$ cat config.mk
export PLATFORM = sky130hd
export DESIGN_NAME = wembley_nibble_feeder_flat
export DESIGN_NICKNAME = d
export VERILOG_FILES = /design/src/rtl/wembley_nibble_feeder_if.sv /design/src/rtl/wembley_nibble_feeder.sv /design/src/flat_wrapper.sv
export SDC_FILE = /design/constraint.sdc
export NUM_CORES = 1
export LEC_CHECK = 0
export ABC_AREA = 0
export ABC_CLOCK_PERIOD_IN_PS = 1800
export CORE_MARGIN = 1.5
export CORE_UTILIZATION = 49
export DETAILED_ROUTE_END_ITERATION = 8
export PLACE_DENSITY = 0.76
export RECOVER_POWER = 25
export SYNTH_ARGS = -nofsm -noshare
export SYNTH_HDL_FRONTEND = slang
export SYNTH_SLANG_ARGS = --single-unit
export TNS_END_PERCENT = 10
$ cat constraint.sdc
create_clock -name clk -period 1.8 [get_ports clk]
set_input_delay 0.45 -clock clk [delete_from_list [all_inputs] [get_ports clk]]
set_output_delay 0.45 -clock clk [all_outputs]
set_load 0.03 [all_outputs]
$ cat src/rtl/wembley_nibble_feeder_if.sv
// rtl/wembley_nibble_feeder_if.sv - word-triple handshake and nibble output bundle for wembley_nibble_feeder
interface wembley_nibble_feeder_if #(
    parameter int WORD_W = 32,
    parameter int CNT_W  = 8
);
    logic              in_valid;
    logic              in_ready;
    logic [WORD_W-1:0] A_word;
    logic [WORD_W-1:0] B_word;
    logic [WORD_W-1:0] C_word;
    logic              hold;
    logic [3:0]        Ain;
    logic [3:0]        Bin;
    logic [3:0]        Cin;
    logic              nib_valid;
    logic              nib_first;
    logic              nib_last;
    logic              busy;
    logic [CNT_W-1:0]  word_cnt;

    modport master (
        output in_valid, A_word, B_word, C_word, hold,
        input  in_ready, Ain, Bin, Cin, nib_valid, nib_first, nib_last, busy, word_cnt
    );

    modport slave (
        input  in_valid, A_word, B_word, C_word, hold,
        output in_ready, Ain, Bin, Cin, nib_valid, nib_first, nib_last, busy, word_cnt
    );
endinterface

$ cat src/rtl/wembley_nibble_feeder.sv
// rtl/wembley_nibble_feeder.sv - serialises A/B/C word triples into nibble triples with one pending slot
// Optional build macro WEMBLEY_FEEDER_MSB_FIRST_EN selects most-significant-nibble-first order.
module wembley_nibble_feeder #(
    parameter int WORD_W = 32,
    parameter int CNT_W  = 8
) (
    input logic                  clk,
    input logic                  reset,
    wembley_nibble_feeder_if.slave bus
);
    localparam int NUM   = WORD_W / 4;
    localparam int IDX_W = $clog2(NUM);
    localparam logic [IDX_W-1:0] IDX_LAST = IDX_W'(NUM - 1);

    typedef enum logic {
        S_IDLE,
        S_SHIFT
    } state_t;

    state_t            r_state;
    logic [WORD_W-1:0] r_sa, r_sb, r_sc;
    logic [WORD_W-1:0] r_pa, r_pb, r_pc;
    logic              r_pend_v;
    logic [IDX_W-1:0]  r_idx;
    logic [CNT_W-1:0]  r_word_cnt;

    logic       w_in_ready;
    logic       w_accept;
    logic       w_at_last;
    logic       w_shift;
    logic [3:0] w_head_a, w_head_b, w_head_c;

    // The shifter always presents the current nibble at its head end, so advancing is a 4-bit shift.
    function automatic logic [WORD_W-1:0] advance(input logic [WORD_W-1:0] w);
`ifdef WEMBLEY_FEEDER_MSB_FIRST_EN
        return w << 4;
`else
        return w >> 4;
`endif
    endfunction

`ifdef WEMBLEY_FEEDER_MSB_FIRST_EN
    assign w_head_a = r_sa[WORD_W-1 -: 4];
    assign w_head_b = r_sb[WORD_W-1 -: 4];
    assign w_head_c = r_sc[WORD_W-1 -: 4];
`else
    assign w_head_a = r_sa[3:0];
    assign w_head_b = r_sb[3:0];
    assign w_head_c = r_sc[3:0];
`endif

    assign w_in_ready = !reset && !bus.hold && !r_pend_v;
    assign w_accept   = bus.in_valid && w_in_ready;
    assign w_at_last  = (r_idx == IDX_LAST);
    assign w_shift    = (r_state == S_SHIFT);

    assign bus.in_ready  = w_in_ready;
    assign bus.nib_valid = w_shift;
    assign bus.nib_first = w_shift && (r_idx == '0);
    assign bus.nib_last  = w_shift && w_at_last;
    assign bus.Ain       = w_shift ? w_head_a : 4'h0;
    assign bus.Bin       = w_shift ? w_head_b : 4'h0;
    assign bus.Cin       = w_shift ? w_head_c : 4'h0;
    assign bus.busy      = w_shift || r_pend_v;
    assign bus.word_cnt  = r_word_cnt;

    always_ff @(posedge clk) begin
        if (reset) begin
            r_state    <= S_IDLE;
            r_sa       <= '0;
            r_sb       <= '0;
            r_sc       <= '0;
            r_pa       <= '0;
            r_pb       <= '0;
            r_pc       <= '0;
            r_pend_v   <= 1'b0;
            r_idx      <= '0;
            r_word_cnt <= '0;
        end else begin
            if (w_accept) begin
                r_word_cnt <= r_word_cnt + CNT_W'(1);
            end
            case (r_state)
                S_IDLE: begin
                    if (w_accept) begin
                        r_sa    <= bus.A_word;
                        r_sb    <= bus.B_word;
                        r_sc    <= bus.C_word;
                        r_idx   <= '0;
                        r_state <= S_SHIFT;
                    end
                end
                S_SHIFT: begin
                    if (!bus.hold) begin
                        if (!w_at_last) begin
                            r_idx <= r_idx + IDX_W'(1);
                            r_sa  <= advance(r_sa);
                            r_sb  <= advance(r_sb);
                            r_sc  <= advance(r_sc);
                            if (w_accept) begin
                                r_pa     <= bus.A_word;
                                r_pb     <= bus.B_word;
                                r_pc     <= bus.C_word;
                                r_pend_v <= 1'b1;
                            end
                        end else if (r_pend_v) begin
                            r_sa     <= r_pa;
                            r_sb     <= r_pb;
                            r_sc     <= r_pc;
                            r_pend_v <= 1'b0;
                            r_idx    <= '0;
                        end else if (w_accept) begin
                            // Last nibble going out with nothing pending: new word bypasses the buffer.
                            r_sa  <= bus.A_word;
                            r_sb  <= bus.B_word;
                            r_sc  <= bus.C_word;
                            r_idx <= '0;
                        end else begin
                            r_state <= S_IDLE;
                        end
                    end
                end
            endcase
        end
    end
endmodule

$ cat src/flat_wrapper.sv
// flat-port wrapper written by rule: the top's interface ports become plain ports
module wembley_nibble_feeder_flat 
#(
    parameter int WORD_W = 32,
    parameter int CNT_W  = 8
)
  (clk, reset, bus_in_valid, bus_A_word, bus_B_word, bus_C_word, bus_hold, bus_in_ready, bus_Ain, bus_Bin, bus_Cin, bus_nib_valid, bus_nib_first, bus_nib_last, bus_busy, bus_word_cnt);
  wembley_nibble_feeder_if #(.WORD_W(WORD_W), .CNT_W(CNT_W)) bus_i ();
  input logic clk;
  input logic reset;
  input wire logic [$bits(bus_i.in_valid)-1:0] bus_in_valid;
  input wire logic [$bits(bus_i.A_word)-1:0] bus_A_word;
  input wire logic [$bits(bus_i.B_word)-1:0] bus_B_word;
  input wire logic [$bits(bus_i.C_word)-1:0] bus_C_word;
  input wire logic [$bits(bus_i.hold)-1:0] bus_hold;
  output wire logic [$bits(bus_i.in_ready)-1:0] bus_in_ready;
  output wire logic [$bits(bus_i.Ain)-1:0] bus_Ain;
  output wire logic [$bits(bus_i.Bin)-1:0] bus_Bin;
  output wire logic [$bits(bus_i.Cin)-1:0] bus_Cin;
  output wire logic [$bits(bus_i.nib_valid)-1:0] bus_nib_valid;
  output wire logic [$bits(bus_i.nib_first)-1:0] bus_nib_first;
  output wire logic [$bits(bus_i.nib_last)-1:0] bus_nib_last;
  output wire logic [$bits(bus_i.busy)-1:0] bus_busy;
  output wire logic [$bits(bus_i.word_cnt)-1:0] bus_word_cnt;
  assign bus_i.in_valid = bus_in_valid;
  assign bus_i.A_word = bus_A_word;
  assign bus_i.B_word = bus_B_word;
  assign bus_i.C_word = bus_C_word;
  assign bus_i.hold = bus_hold;
  assign bus_in_ready = bus_i.in_ready;
  assign bus_Ain = bus_i.Ain;
  assign bus_Bin = bus_i.Bin;
  assign bus_Cin = bus_i.Cin;
  assign bus_nib_valid = bus_i.nib_valid;
  assign bus_nib_first = bus_i.nib_first;
  assign bus_nib_last = bus_i.nib_last;
  assign bus_busy = bus_i.busy;
  assign bus_word_cnt = bus_i.word_cnt;
  wembley_nibble_feeder #(.WORD_W(WORD_W), .CNT_W(CNT_W)) u_core (.clk(clk), .reset(reset), .bus(bus_i));
endmodule
[Word level (Yosys, flattened, before mapping)]
Cells that the tools add are included.
Widths: inputs -> output; s select.
Cells by class
  eq/ne operators: 2
  add/sub/neg operators: 2
  reductions and logical operators: 13
  muxes and demuxes: 30
  bitwise logic cells: 3
Operator list (count)
  $mux 32: 12
  $pmux 32 s2: 3
  $mux 3: 4
  $mux 4: 3
  $add 8x1->8 const B: 1
  $mux 1: 6
  $pmux 3 s2: 1
  $logic_and 1x1->1: 5
  $reduce_and 4->1: 1
  $add 3x1->3 const B: 1
  $eq 3x3->1 const B: 1
  $logic_not 1->1: 3
  $logic_not 3->1: 1
  $not 1->1: 3
  $reduce_and 3->1: 1
  $ne 2x2->1 const B: 1
  $pmux 1 s2: 1
  $reduce_bool 2->1: 1
  $logic_or 1x1->1: 1
Storage, ports and cells
  bits of input ports: 100
  register bits after elaboration: 205
  word-level logic and storage cells: 60

[Logic depth before layout (Yosys ltp)]
Gate-level depths: netlist (run 1).
  word-level depth: 9
  depth in mapped cells: 10
  depth with buffers taken out: 6

[Worst setup path after synthesis (run 1)]
No wires, ideal clock.
  path type: input -> output
  from: in reset
  to: out bus_in_ready
  path buffers: 3
  data required time: 1.350 ns
  slack: -0.358 ns
  arrival: 1.708 ns
  stages on the path: 4
  cells stage by stage: buf_2 -> clkbuf_1 -> clkbuf_1 -> nor3_1
On the way
  longest elaborated chain between the ends: 3
RTL lines
  start, declared: line flat_wrapper.sv:10  | input logic reset;
  $logic_not 1->1: line wembley_nibble_feeder.sv:52  | assign w_in_ready = !reset && !bus.hold && !r_pend_v;
  $logic_and 1x1->1 (2 in a row): line wembley_nibble_feeder.sv:52
  end, declared: line flat_wrapper.sv:16  | output wire logic [$bits(bus_i.in_ready)-1:0] bus_in_ready;
No other way between the ends.

[Final worst setup path (run 1)]
  from: reg u_core.r_idx[1]
  to: out bus_nib_last
On the way
  longest elaborated chain between the ends: 2
RTL lines
  start, declared: line wembley_nibble_feeder.sv:24  | logic [IDX_W-1:0] r_idx;
  start signal, assigned: line wembley_nibble_feeder.sv:96  | r_idx <= r_idx + IDX_W'(1);
  $eq 3x3->1: line wembley_nibble_feeder.sv:54  | assign w_at_last = (r_idx == IDX_LAST);
  $logic_and 1x1->1: line wembley_nibble_feeder.sv:60  | assign bus.nib_last = w_shift && w_at_last;
  end, declared: line flat_wrapper.sv:22  | output wire logic [$bits(bus_i.nib_last)-1:0] bus_nib_last;
No other way between the ends.

==> results.json, run 1 <==
{
  "r2r-end": "u_core.r_sc[9]",
  "clkSlewWorstSetupHoldPaths_ns": 0.06,
  "wire_length_of_the_first_global_routing_pass_um": 38550,
  "timing.final.ws_setup_ns": -0.2234,
  "drive_above_1_share": 0.2120,
  "timing.reg2reg.worst_path_depth": 8,
  "start_util": 0.4977,
  "timing_max_transition_violations_final": 0,
  "finalPower_mw": 10.84,
  "drv.max_cap_violation_count": 0,
  "post-dp-hpwl_um": 14850,
  "placement.cell_area_um2": 10610,
  "post-route-min-period_ns": 2.023,
  "crit_fanout": 3,
  "fin_nets": 1234,
  "timing.critical_path.depth": 5,
  "grt_start_max_net_pins": 80,
  "numCtsBuffers": 23,
  "r2r_start": "u_core.r_idx[0]",
  "ys_async_sr_fraction": 0,
  "cts.htree.levels": 1,
  "ys_ff_latch": 205,
  "row_count": 49,
  "number_of_standard_cells_after_synthesis": 1007,
  "syn_nets": 1111,
  "drc": 0,
  "critical_path_buf_inv_count": 2,
  "critPathLaunch": "u_core.r_idx[1]",
  "detail_route.wl_per_cell_um": 18.28,
  "drtPass1Iterations": 5,
  "synth_top_cell_by_area": "sky130_fd_sc_hd__dfxtp_1",
  "worstPathCellList": "ha_4 -> ha_4 -> buf_8 -> and2_4 -> buf_12",
  "tritoncts": "built",
  "core_um2": 17840,
  "sum_of_routed_wire_length_over_all_layers_um": 25130,
  "synth_seq_area_share": 0.4622,
  "post_synth_num_cell_types": 41,
  "globalplace.congestion": 0.7588,
  "cp_common_cell": "sky130_fd_sc_hd__ha_4",
  "die_width_um": 137.6,
  "yosys_warnings": 0,
  "grt_setup_unrepaired": "yes",
  "slew_headroom": 0.7047,
  "worst_setup_path_end_kind": "output pin",
  "cts.sinks": 205,
  "synth_area_per_cell_um2": 8.818,
  "synth-edff-count": 0,
  "least_margin_pin_slew_ns": 0.4430,
  "detailedRoute.firstIterationViolations": 486,
  "ioPinCount": 125,
  "grt.total_usage": 0.2534,
  "pre_cts_slack_ns": -0.5041,
  "vias": 8182,
  "fin_crit_sh": 1.124,
  "postSynth.topFlopCell": "sky130_fd_sc_hd__dfxtp_1",
  "clock_path_buffers": 3,
  "holdWs_ns": 0.4491,
  "critical_path_class": "flip-flop to output pin",
  "worst_path_slowest_cell": "sky130_fd_sc_hd__dfxtp_4",
  "power_leakage_nw": 4.098,
  "layout_common_cells": "sky130_fd_sc_hd__nand2_1 (219), sky130_fd_sc_hd__dfxtp_1 (201), sky130_fd_sc_hd__a21oi_1 (191)",
  "outcome": "finished, violations left",
  "critical-path-max-stage-delay_ns": 0.36,
  "min_path_type": "flip-flop to flip-flop",
  "peakVddDrop_mv": 0.8817,
  "mappedNetlistArea_um2": 8880,
  "utilization": 0.6599,
  "number_of_antenna_violations_at_the_first_check_in_global_routing": 0,
  "max_clock_freq_mhz": 494.2,
  "via_count_of_the_first_global_routing_pass": 7588,
  "overflow": 0,
  "io_buffers": 124,
  "setup.worst_path.start_class": "flip-flop",
  "skew_ns": 0.01438,
  "area_growth_syn_to_layout_pct": 32.58,
  "cell_type_group_with_the_largest_total_delay_on_the_critical_path": "flip-flops",
  "clk_latency_ns": 0.51,
  "setup.worst_path.end": "bus_nib_last",
  "antennaDiodeCount": 0,
  "mostFrequentLayoutCell": "sky130_fd_sc_hd__nand2_1",
  "chipHeight_um": 137.6,
  "worst_reg2reg_setup_slack_ns": -0.17,
  "dieArea_um2": 18940,
  "cellPowerDensity_nw_per_um2": 920.9,
  "netlist_top_cells_area": "sky130_fd_sc_hd__dfxtp_1 (46%), sky130_fd_sc_hd__a21oi_1 (11%), sky130_fd_sc_hd__o221a_2 (10%), sky130_fd_sc_hd__nand2_1 (9.3%), sky130_fd_sc_hd__mux2i_1 (7.3%)",
  "cts-root-buf": "sky130_fd_sc_hd__clkbuf_16",
  "synthDominantCellAreaShare": 0.4622,
  "postLayoutCellArea_um2": 11770,
  "required_time_at_the_endpoint_of_the_critical_path_ns": 1.35,
  "detail_route.vias_per_cell": 5.951,
  "route.antenna.remaining_nets": 0,
  "failing_checks": "negative setup slack",
  "hold_viol": 0,
  "arrival_ns": 1.57,
  "number_of_setup_violations_in_the_final_report": 177
}
[timing repair]
action,in CTS,in global routing
hold buffers,0,0
gates resized for setup,48,23
cloned,2,2
pin swaps,2,11
setup buffers,9,8
setup endpoints to repair,141,167
[tightest hold or removal path, stage by stage, from the launching register on]
cell and delay, ns:
sky130_fd_sc_hd__dfxtp_1 0.30, sky130_fd_sc_hd__nand2_1 0.05, sky130_fd_sc_hd__a21oi_1 0.05
[synth_stat cells (2+ instances only)]
cell type and instances:
sky130_fd_sc_hd__nand2_1 220, sky130_fd_sc_hd__dfxtp_1 205, sky130_fd_sc_hd__a21oi_1 195, sky130_fd_sc_hd__o221a_2 81
sky130_fd_sc_hd__mux2i_1 65, sky130_fd_sc_hd__clkbuf_1 55, sky130_fd_sc_hd__buf_2 30, sky130_fd_sc_hd__o21ai_0 30
sky130_fd_sc_hd__nand3b_1 18, sky130_fd_sc_hd__a311oi_1 14, sky130_fd_sc_hd__nand4_1 14, sky130_fd_sc_hd__and2_1 13
sky130_fd_sc_hd__nor2_1 13, sky130_fd_sc_hd__buf_4 5, sky130_fd_sc_hd__buf_6 4, sky130_fd_sc_hd__ha_1 4
sky130_fd_sc_hd__inv_1 4, sky130_fd_sc_hd__nor3_1 4, sky130_fd_sc_hd__nand3_1 3, sky130_fd_sc_hd__xnor2_1 3
sky130_fd_sc_hd__xor2_1 3, sky130_fd_sc_hd__buf_1 2, sky130_fd_sc_hd__mux2_2 2, sky130_fd_sc_hd__nand2b_1 2
sky130_fd_sc_hd__or3_1 2
[cell families (layout without fill, tap and decap cells)]
group,count (synthesis),in the layout,synth area share
DFF,205,205,0.4622
muxes,67,67,0.07581
adders and majority gates,4,4,0.005636
AOI/OAI and AO/OA,328,328,0.2505
buffers and inverters,100,239,0.05199
xor gates and xnor gates,6,6,0.005919
and+or+nand+nor,297,297,0.1480
[layout make-up]
cell class,instances,area (µm²)
fillers,1400,6068
clock buffers,35,660.6
multi-input cells,702,4473
well taps,229,286.5
flip-flops and latches,205,4114
clock inverters,6,86.33
repair buffers,194,2137
inverters,4,15.01
[stage by stage]
stage | instances | TNS, ns
2_1_floorplan | 1007 | -6.756
3_3_place_gp | 1313 | -82.32
3_5_place_dp | 1313 | -85.47
4_1_cts | 1365 | -1.793
5_1_grt | 1375 | -18.80
6_report | 1375 | -6.022
[how the worst min path moves through the flow]
stage,start,slack (ns),end,depth (start not counted)
after floorplan,u_core.r_pa[0],0.43,u_core.r_pa[0],2
after global placement,u_core.r_pb[21],0.44,u_core.r_pb[21],2
after detailed placement,u_core.r_pb[3],0.44,u_core.r_pb[3],2
after CTS,reset,0.42,u_core.bus.nib_valid,4
after global routing,u_core.r_pa[1],0.46,u_core.r_pa[1],2
final,u_core.r_pa[1],0.45,u_core.r_pa[1],2
[metal layers]
metal  up-vias  GRT usage  wire length (µm)
li1       3893          -                 -
met1      3958     0.3442             10980
met2       283     0.4097             11790
met3        48    0.04084              1693
met4         0    0.08538               664
met5         -          0                 0
[report_power, final]
group          internal, mW  switching [mW]  leakage [nW]
sequential             4.75           0.129          1.67
clock                  2.81            1.82         0.362
combinational         0.698           0.634          2.07
total                  8.26            2.58          4.10
[registers in the layout, summed over array words and instances (netlist names)]
register	flops
u_core.r_sa	32
u_core.r_pc	32
u_core.bus.nib_valid	1
u_core.r_pa	32
u_core.r_sc	32
u_core.r_pb	32
u_core.r_idx	3
u_core.r_sb	32
u_core.r_pend_v	1
u_core.bus.word_cnt	8
Note: power is estimated with default switching activity, not from simulation.
==> run 2, diff against run 1 <==
--- a/config.mk
+++ b/config.mk
@@ -9,7 +9,9 @@
 export ABC_CLOCK_PERIOD_IN_PS = 1800
 export CORE_MARGIN = 1.5
 export CORE_UTILIZATION = 49
+export CTS_CLUSTER_SIZE = 25
 export DETAILED_ROUTE_END_ITERATION = 8
+export GPL_ROUTABILITY_DRIVEN = 0
 export PLACE_DENSITY = 0.76
 export RECOVER_POWER = 25
 export SYNTH_ARGS = -nofsm -noshare
==> results of run 2 <==
The final DEF is identical to that of run 1; final timing and power are the same.
